**config.mk**
```make
export PLATFORM = sky130hd
export DESIGN_NAME = cnt_ctrl_flat
export DESIGN_NICKNAME = d
export VERILOG_FILES = /design/src/rtl/cnt_ctrl_pkg.sv /design/src/rtl/cnt_ctrl_if.sv /design/src/rtl/cnt_ctrl_core.sv /design/src/rtl/cnt_ctrl.sv /design/src/flat_wrapper.sv
export SDC_FILE = /design/constraint.sdc
export NUM_CORES = 1
export LEC_CHECK = 0
export ABC_AREA = 1
export CAP_MARGIN = 25
export CORE_MARGIN = 4
export CORE_UTILIZATION = 55
export CTS_BUF_LIST = sky130_fd_sc_hd__clkbuf_2 sky130_fd_sc_hd__clkbuf_4 sky130_fd_sc_hd__clkbuf_8
export CTS_CLUSTER_SIZE = 20
export DETAILED_ROUTE_END_ITERATION = 10
export PLACE_DENSITY = 0.86
export SETUP_SLACK_MARGIN = 0.4
export SLEW_MARGIN = 25
export SYNTH_ARGS = -nofsm -noshare
export SYNTH_HDL_FRONTEND = slang
export SYNTH_SLANG_ARGS = --single-unit
```
**constraint.sdc**
```tcl
create_clock -name clk -period 4.93 [get_ports clk]
set_clock_uncertainty 0.1 [all_clocks]
set_input_delay 1.2325 -clock clk [delete_from_list [all_inputs] [get_ports clk]]
set_output_delay 1.2325 -clock clk [all_outputs]
set_load 0.02 [all_outputs]
```
**src/rtl/cnt_ctrl_pkg.sv**
```systemverilog
// Shared types and constants for the cnt_ctrl counter sequencer.
// Optional overrun flag is enabled elsewhere by defining CNT_CTRL_OVERRUN_EN.
package cnt_ctrl_pkg;

    typedef enum logic [1:0] {
        ST_IDLE  = 2'b00,
        ST_RUN   = 2'b01,
        ST_PAUSE = 2'b10,
        ST_DONE  = 2'b11
    } state_t;

    localparam logic MODE_ONESHOT = 1'b0;
    localparam logic MODE_RELOAD  = 1'b1;
    localparam logic DIR_UP       = 1'b0;
    localparam logic DIR_DOWN     = 1'b1;

endpackage

```
**src/rtl/cnt_ctrl_if.sv**
```systemverilog
// Host <-> cnt_ctrl command/status bundle; the host drives the master side.
// The ovr status line exists only when CNT_CTRL_OVERRUN_EN is defined.
interface cnt_ctrl_if #(
    parameter int WIDTH = 4
);
    logic             start;
    logic             stop;
    logic             pause;
    logic             mode;
    logic             dir;
    logic [WIDTH-1:0] limit;
    logic [WIDTH-1:0] count;
    logic             busy;
    logic             tc;
    logic             done;
    logic [1:0]       state;
`ifdef CNT_CTRL_OVERRUN_EN
    logic             ovr;

    modport master (
        output start, stop, pause, mode, dir, limit,
        input  count, busy, tc, done, state, ovr
    );
    modport slave (
        input  start, stop, pause, mode, dir, limit,
        output count, busy, tc, done, state, ovr
    );
`else
    modport master (
        output start, stop, pause, mode, dir, limit,
        input  count, busy, tc, done, state
    );
    modport slave (
        input  start, stop, pause, mode, dir, limit,
        output count, busy, tc, done, state
    );
`endif
endinterface

```
**src/rtl/cnt_ctrl_core.sv**
```systemverilog
// Plain synchronous up/down counter with parallel load; load beats enable.
module cnt_core
    import cnt_ctrl_pkg::*;
#(
    parameter int WIDTH = 4
) (
    input  logic             clk,
    input  logic             rst,
    input  logic             load,
    input  logic [WIDTH-1:0] load_val,
    input  logic             en,
    input  logic             dir,
    output logic [WIDTH-1:0] count
);

    // NOTE: reset is synchronous, so it lives inside the clocked branch rather than the sensitivity list.
    always_ff @(posedge clk) begin
        if (!rst) begin
            count <= '0;
        end else if (load) begin
            count <= load_val;
        end else if (en) begin
            count <= (dir == DIR_DOWN) ? count - 1'b1 : count + 1'b1;
        end
    end

endmodule

```
**src/rtl/cnt_ctrl.sv**
```systemverilog
// Sequencer driving a cnt_core: start/stop/pause control, one-shot or auto-reload, up or down.
// Define CNT_CTRL_OVERRUN_EN to add the sticky ovr flag (start seen while busy).
module cnt_ctrl
    import cnt_ctrl_pkg::*;
#(
    parameter int WIDTH = 4
) (
    input  logic       clk,
    input  logic       rst,
    cnt_ctrl_if.slave  bus
);

    state_t           state_q, state_d;
    logic             mode_q, dir_q;
    logic [WIDTH-1:0] limit_q;

    logic [WIDTH-1:0] count;
    logic             core_load, core_en;
    logic [WIDTH-1:0] core_load_val;

    logic [WIDTH-1:0] term_val, reload_val;
    logic             at_term, step, accept_start, in_busy;

    assign term_val     = (dir_q == DIR_DOWN) ? '0 : limit_q;
    assign reload_val   = (dir_q == DIR_DOWN) ? limit_q : '0;
    assign at_term      = (count == term_val);
    assign in_busy      = (state_q == ST_RUN) || (state_q == ST_PAUSE);
    assign accept_start = bus.start && !bus.stop &&
                          ((state_q == ST_IDLE) || (state_q == ST_DONE));
    // A PAUSE cycle only delays the pending RUN step; releasing pause performs it.
    assign step         = in_busy && !bus.stop && !bus.pause;

    // NOTE: every clocked block uses non-blocking assignments so all registers update from pre-edge values.
    always_ff @(posedge clk) begin
        if (!rst) begin
            state_q <= ST_IDLE;
        end else begin
            state_q <= state_d;
        end
    end

    always_ff @(posedge clk) begin
        if (!rst) begin
            mode_q  <= MODE_ONESHOT;
            dir_q   <= DIR_UP;
            limit_q <= '0;
        end else if (accept_start) begin
            mode_q  <= bus.mode;
            dir_q   <= bus.dir;
            limit_q <= bus.limit;
        end
    end

    // NOTE: each combinational block assigns defaults first so no path leaves a variable unassigned (no latches).
    always_comb begin
        state_d = state_q;
        if (bus.stop) begin
            state_d = ST_IDLE;
        end else begin
            case (state_q)
                ST_IDLE, ST_DONE: begin
                    if (bus.start) state_d = ST_RUN;
                end
                ST_RUN, ST_PAUSE: begin
                    if (bus.pause)
                        state_d = ST_PAUSE;
                    else if (at_term && mode_q == MODE_ONESHOT)
                        state_d = ST_DONE;
                    else
                        state_d = ST_RUN;
                end
                default: state_d = ST_IDLE;
            endcase
        end
    end

    always_comb begin
        core_load     = 1'b0;
        core_load_val = '0;
        core_en       = 1'b0;
        if (bus.stop) begin
            core_load = 1'b1;
        end else if (accept_start) begin
            core_load     = 1'b1;
            core_load_val = (bus.dir == DIR_DOWN) ? bus.limit : '0;
        end else if (step) begin
            if (!at_term) begin
                core_en = 1'b1;
            end else if (mode_q == MODE_RELOAD) begin
                core_load     = 1'b1;
                core_load_val = reload_val;
            end
        end

        bus.tc    = (state_q == ST_RUN) && at_term;
        bus.busy  = in_busy;
        bus.done  = (state_q == ST_DONE);
        bus.state = state_q;
        bus.count = count;
    end

    cnt_core #(
        .WIDTH (WIDTH)
    ) u_core (
        .clk      (clk),
        .rst      (rst),
        .load     (core_load),
        .load_val (core_load_val),
        .en       (core_en),
        .dir      (dir_q),
        .count    (count)
    );

`ifdef CNT_CTRL_OVERRUN_EN
    logic ovr_q;

    always_ff @(posedge clk) begin
        if (!rst) begin
            ovr_q <= 1'b0;
        end else if (bus.stop) begin
            ovr_q <= 1'b0;
        end else if (bus.start && in_busy) begin
            ovr_q <= 1'b1;
        end
    end

    assign bus.ovr = ovr_q;
`endif

endmodule
```
**src/flat_wrapper.sv**
```systemverilog
// flat-port wrapper written by rule: the top's interface ports become plain ports
module cnt_ctrl_flat import cnt_ctrl_pkg::*;
#(
    parameter int WIDTH = 4
)
  (clk, rst, bus_start, bus_stop, bus_pause, bus_mode, bus_dir, bus_limit, bus_count, bus_busy, bus_tc, bus_done, bus_state);
  cnt_ctrl_if #(.WIDTH(WIDTH)) bus_i ();
  input  logic clk;
  input  logic rst;
  input wire logic [$bits(bus_i.start)-1:0] bus_start;
  input wire logic [$bits(bus_i.stop)-1:0] bus_stop;
  input wire logic [$bits(bus_i.pause)-1:0] bus_pause;
  input wire logic [$bits(bus_i.mode)-1:0] bus_mode;
  input wire logic [$bits(bus_i.dir)-1:0] bus_dir;
  input wire logic [$bits(bus_i.limit)-1:0] bus_limit;
  output wire logic [$bits(bus_i.count)-1:0] bus_count;
  output wire logic [$bits(bus_i.busy)-1:0] bus_busy;
  output wire logic [$bits(bus_i.tc)-1:0] bus_tc;
  output wire logic [$bits(bus_i.done)-1:0] bus_done;
  output wire logic [$bits(bus_i.state)-1:0] bus_state;
  assign bus_i.start = bus_start;
  assign bus_i.stop = bus_stop;
  assign bus_i.pause = bus_pause;
  assign bus_i.mode = bus_mode;
  assign bus_i.dir = bus_dir;
  assign bus_i.limit = bus_limit;
  assign bus_count = bus_i.count;
  assign bus_busy = bus_i.busy;
  assign bus_tc = bus_i.tc;
  assign bus_done = bus_i.done;
  assign bus_state = bus_i.state;
  cnt_ctrl #(.WIDTH(WIDTH)) u_core (.clk(clk), .rst(rst), .bus(bus_i));
endmodule
```
==> reports/qor.yml <==
status: "finished, final reports clean"
critical-path-top-delay-family: "buffers and inverters"
area_growth_pct: 24.65
synth_nets: 147
synth_top_family_by_area: "simple AND/OR/NAND/NOR gates"
grt_pass1_wl_um: 3560
critPathSlowestCell: "dfxtp_1"
synth-simple-area-share_pct: 44.26
post-cts-setup-buffers: 0
slew_viol_final: 0
ant_nets: 0
postSynthCellCount: 131
htreeDepth: 1
fin_setup_tns_ns: 0
finalSetupViolations: 0
die_width_um: 48.30
synth_compound_area_share_pct: 8.403
worstSetupStartpointType: "flop"
antenna_found_initial: 0
rsz0062_at_grt: "false"
die_h_um: 48.30
grt_overflow_total: 0
grt_pass1_vias: 863
clk_pin_slew_ns: 0.09
cts_buffer_depth: 2
synthArstFlopShare_pct: 0
path_buf_inv: 2
fin_crit_ns: 3.459
rows: 14
drt_first_pass_iters: 4
clock.fmax_ghz: 0.2891
wl_per_cell_um: 11.98
cp_cell_sequence: "inv_8 > nand3_1 > nand2_2 > nor2_4 > nand2_2 > nor2_1 > clkdlybuf4s50_1"
yosysSeqAreaShare_pct: 26.89
crit_path_max_incr_delay_ns: 0.62
maxCapViolCount: 0
synth_area_leaders: "dfxtp_1 (27%), nand2_1 (14%), nand3_1 (9.5%), nor2_1 (5.9%), ha_1 (5.6%)"
ys_ff_latch: 12
fin_cells: 167
crit_required_ns: 3.60
ir_drop_v: 0.0002123
cts_hold_buf: 0
total_power_mw: 0.2901
crit_fanout: 10
core_mm2: 0.001524
synth_fa_ha_area_share_pct: 7.843
ctsRootBufferMaster: "clkbuf_4"
cts_inserted_buffers: 3
start_util_pct: 58.62
hold_viol: 0
synth_xor_area_share_pct: 2.941
dp_hpwl_um: 1598
gr-usage-met1_pct: 22.68
grtUsageMet3_pct: 4.601
drt-vias-per-instance: 5.425
grt_max_degree: 12
crit_type: "reg -> out"
yosysUniqueCellTypes: 27
gp_congestion: 0.8582
syn_area_um2: 893.4
cts_tree: "done"
routed_wl_um: 2000
placed_cell_area_mm2: 0.001077
drcViolationCount: 0
port_buffers: 19
clkLatencyLatePin_ns: 0.29
layout_setup_ws_ns: 1.471
relSlewSlack_pct: 68.92
cpMostUsedCell: "nand2_2"
dieArea_mm2: 0.002333
grt_busiest_layer: "met2"
ios: 20
post-route-period-util_pct: 70.16
ys_warn_count: 0
use_met2_pct: 30.00
grt_usage_pct: 19.06
cts_resized: 0
synth_edf_count: 0
drt_iter0_drc: 35
yosysTopAreaCell: "dfxtp_1"
powerDensity_mw_per_mm2: 260.5
leakage_nw: 0.4582
synth_most_common_cell: "nand2_1"
worst_slew_pin_slew_ns: 0.4656
dpl_worst_slack_ns: 1.798
synthMuxAreaShare_pct: 0
syn-mean-instance-area_um2: 6.820
cts_sinks: 12
vias: 906
synth_flop_cell: "dfxtp_1"
drive_gt1_share_pct: 11.92
hp-class: "reg -> reg"
synth_top_area_share_pct: 26.89
worst_setup_path_end_kind: "output pin"
place_inst: 163
finalNetCount: 168
final_area_mm2: 0.001114
synth_common_cells: "nand2_1 (33), nand3_1 (17), nor2_1 (14)"
worstPathArrival_ns: 2.13
antenna_cells: 0
power by group:
part | internal, mW | switching, mW | total, mW
Combinational | 0.0410 | 0.0536 | 0.0946
Clock | 0.0450 | 0.0372 | 0.0822
Sequential | 0.104 | 0.00909 | 0.113
path summary, 6_finish.rpt:
check / from / end / slack, ns / cells after the start
worst max register to register: u_core.bus.state[1]$_SDFFE_PP0P_ / u_core.u_core.count[0]$_SDFFE_PN0P_ / 3.00 / 9
worst min register to register: u_core.limit_q[2]$_SDFFE_PN0N_ / u_core.limit_q[2]$_SDFFE_PN0N_ / 0.41 / 2
worst min-delay path: u_core.limit_q[2]$_SDFFE_PN0N_ / u_core.limit_q[2]$_SDFFE_PN0N_ / 0.41 / 2
worst max-delay path: u_core.dir_q$_SDFFE_PN0N_ / bus_tc / 1.47 / 7
worst reg2reg max path, stage by stage, from the launching register on:
cell and delay, ns:
dfxtp_1 0.39, inv_1 0.06, ha_1 0.37, inv_2 0.10, nor3_4 0.29, inv_2 0.15
nand3_1 0.10, o21ai_1 0.10, nor2_1 0.12, nor2_1 0.04
sequential cells by signal, indices dropped and copies added, names as in the netlist:
name,flops
u_core.dir_q,1
u_core.bus.state,2
u_core.u_core.count,4
u_core.mode_q,1
u_core.limit_q,4
cell type report:
| cell class | instances | area (um2) |
|---|---|---|
| multi-input combinational | 102 | 566.8 |
| sequential | 12 | 240.2 |
| fill | 128 | 410.4 |
| tap | 16 | 20.02 |
| timing repair buffer | 19 | 190.2 |
| clock buffer | 4 | 36.28 |
| inverter | 14 | 60.06 |
logic make-up after synthesis:
family                     Yosys count
adders and majority gates            5
buffers and inverters               17
DFF                                 12
and+or+nand+nor                     80
xor gates and xnor gates             3
AOI/OAI and AO/OA                   14
per-stage QoR:
step,util [%],hold slack [ns]
after detailed placement,70.69,0.4053
after CTS,73.07,0.4169
final,73.07,0.4119
after floorplan,-,0.3643
after global placement,70.69,0.4001
after global routing,73.07,0.4401
metal layers:
layer / vias to the layer above / part of all wire [%] / routed length [um]
met4: 0 / 2.6 / 51
li1: 468 / - / -
met2: 33 / 49 / 972
met1: 399 / 42 / 834
met5: - / 0 / 0
met3: 6 / 7.1 / 142
placed cells by master, fill, tap and decap left out, drive strengths merged:
master,instances
nand2,38
clkdlybuf4s50,19
nand3,19
nor2,16
inv,13
dfxtp,12
o21ai,7
a21oi,6
ha,4
nor3,4
clkbuf,4
xnor2,3
clkinv,1
nor3b,1
nand3b,1
nand4,1
a31oi,1
fa,1
(Power assumes the default switching activity.)
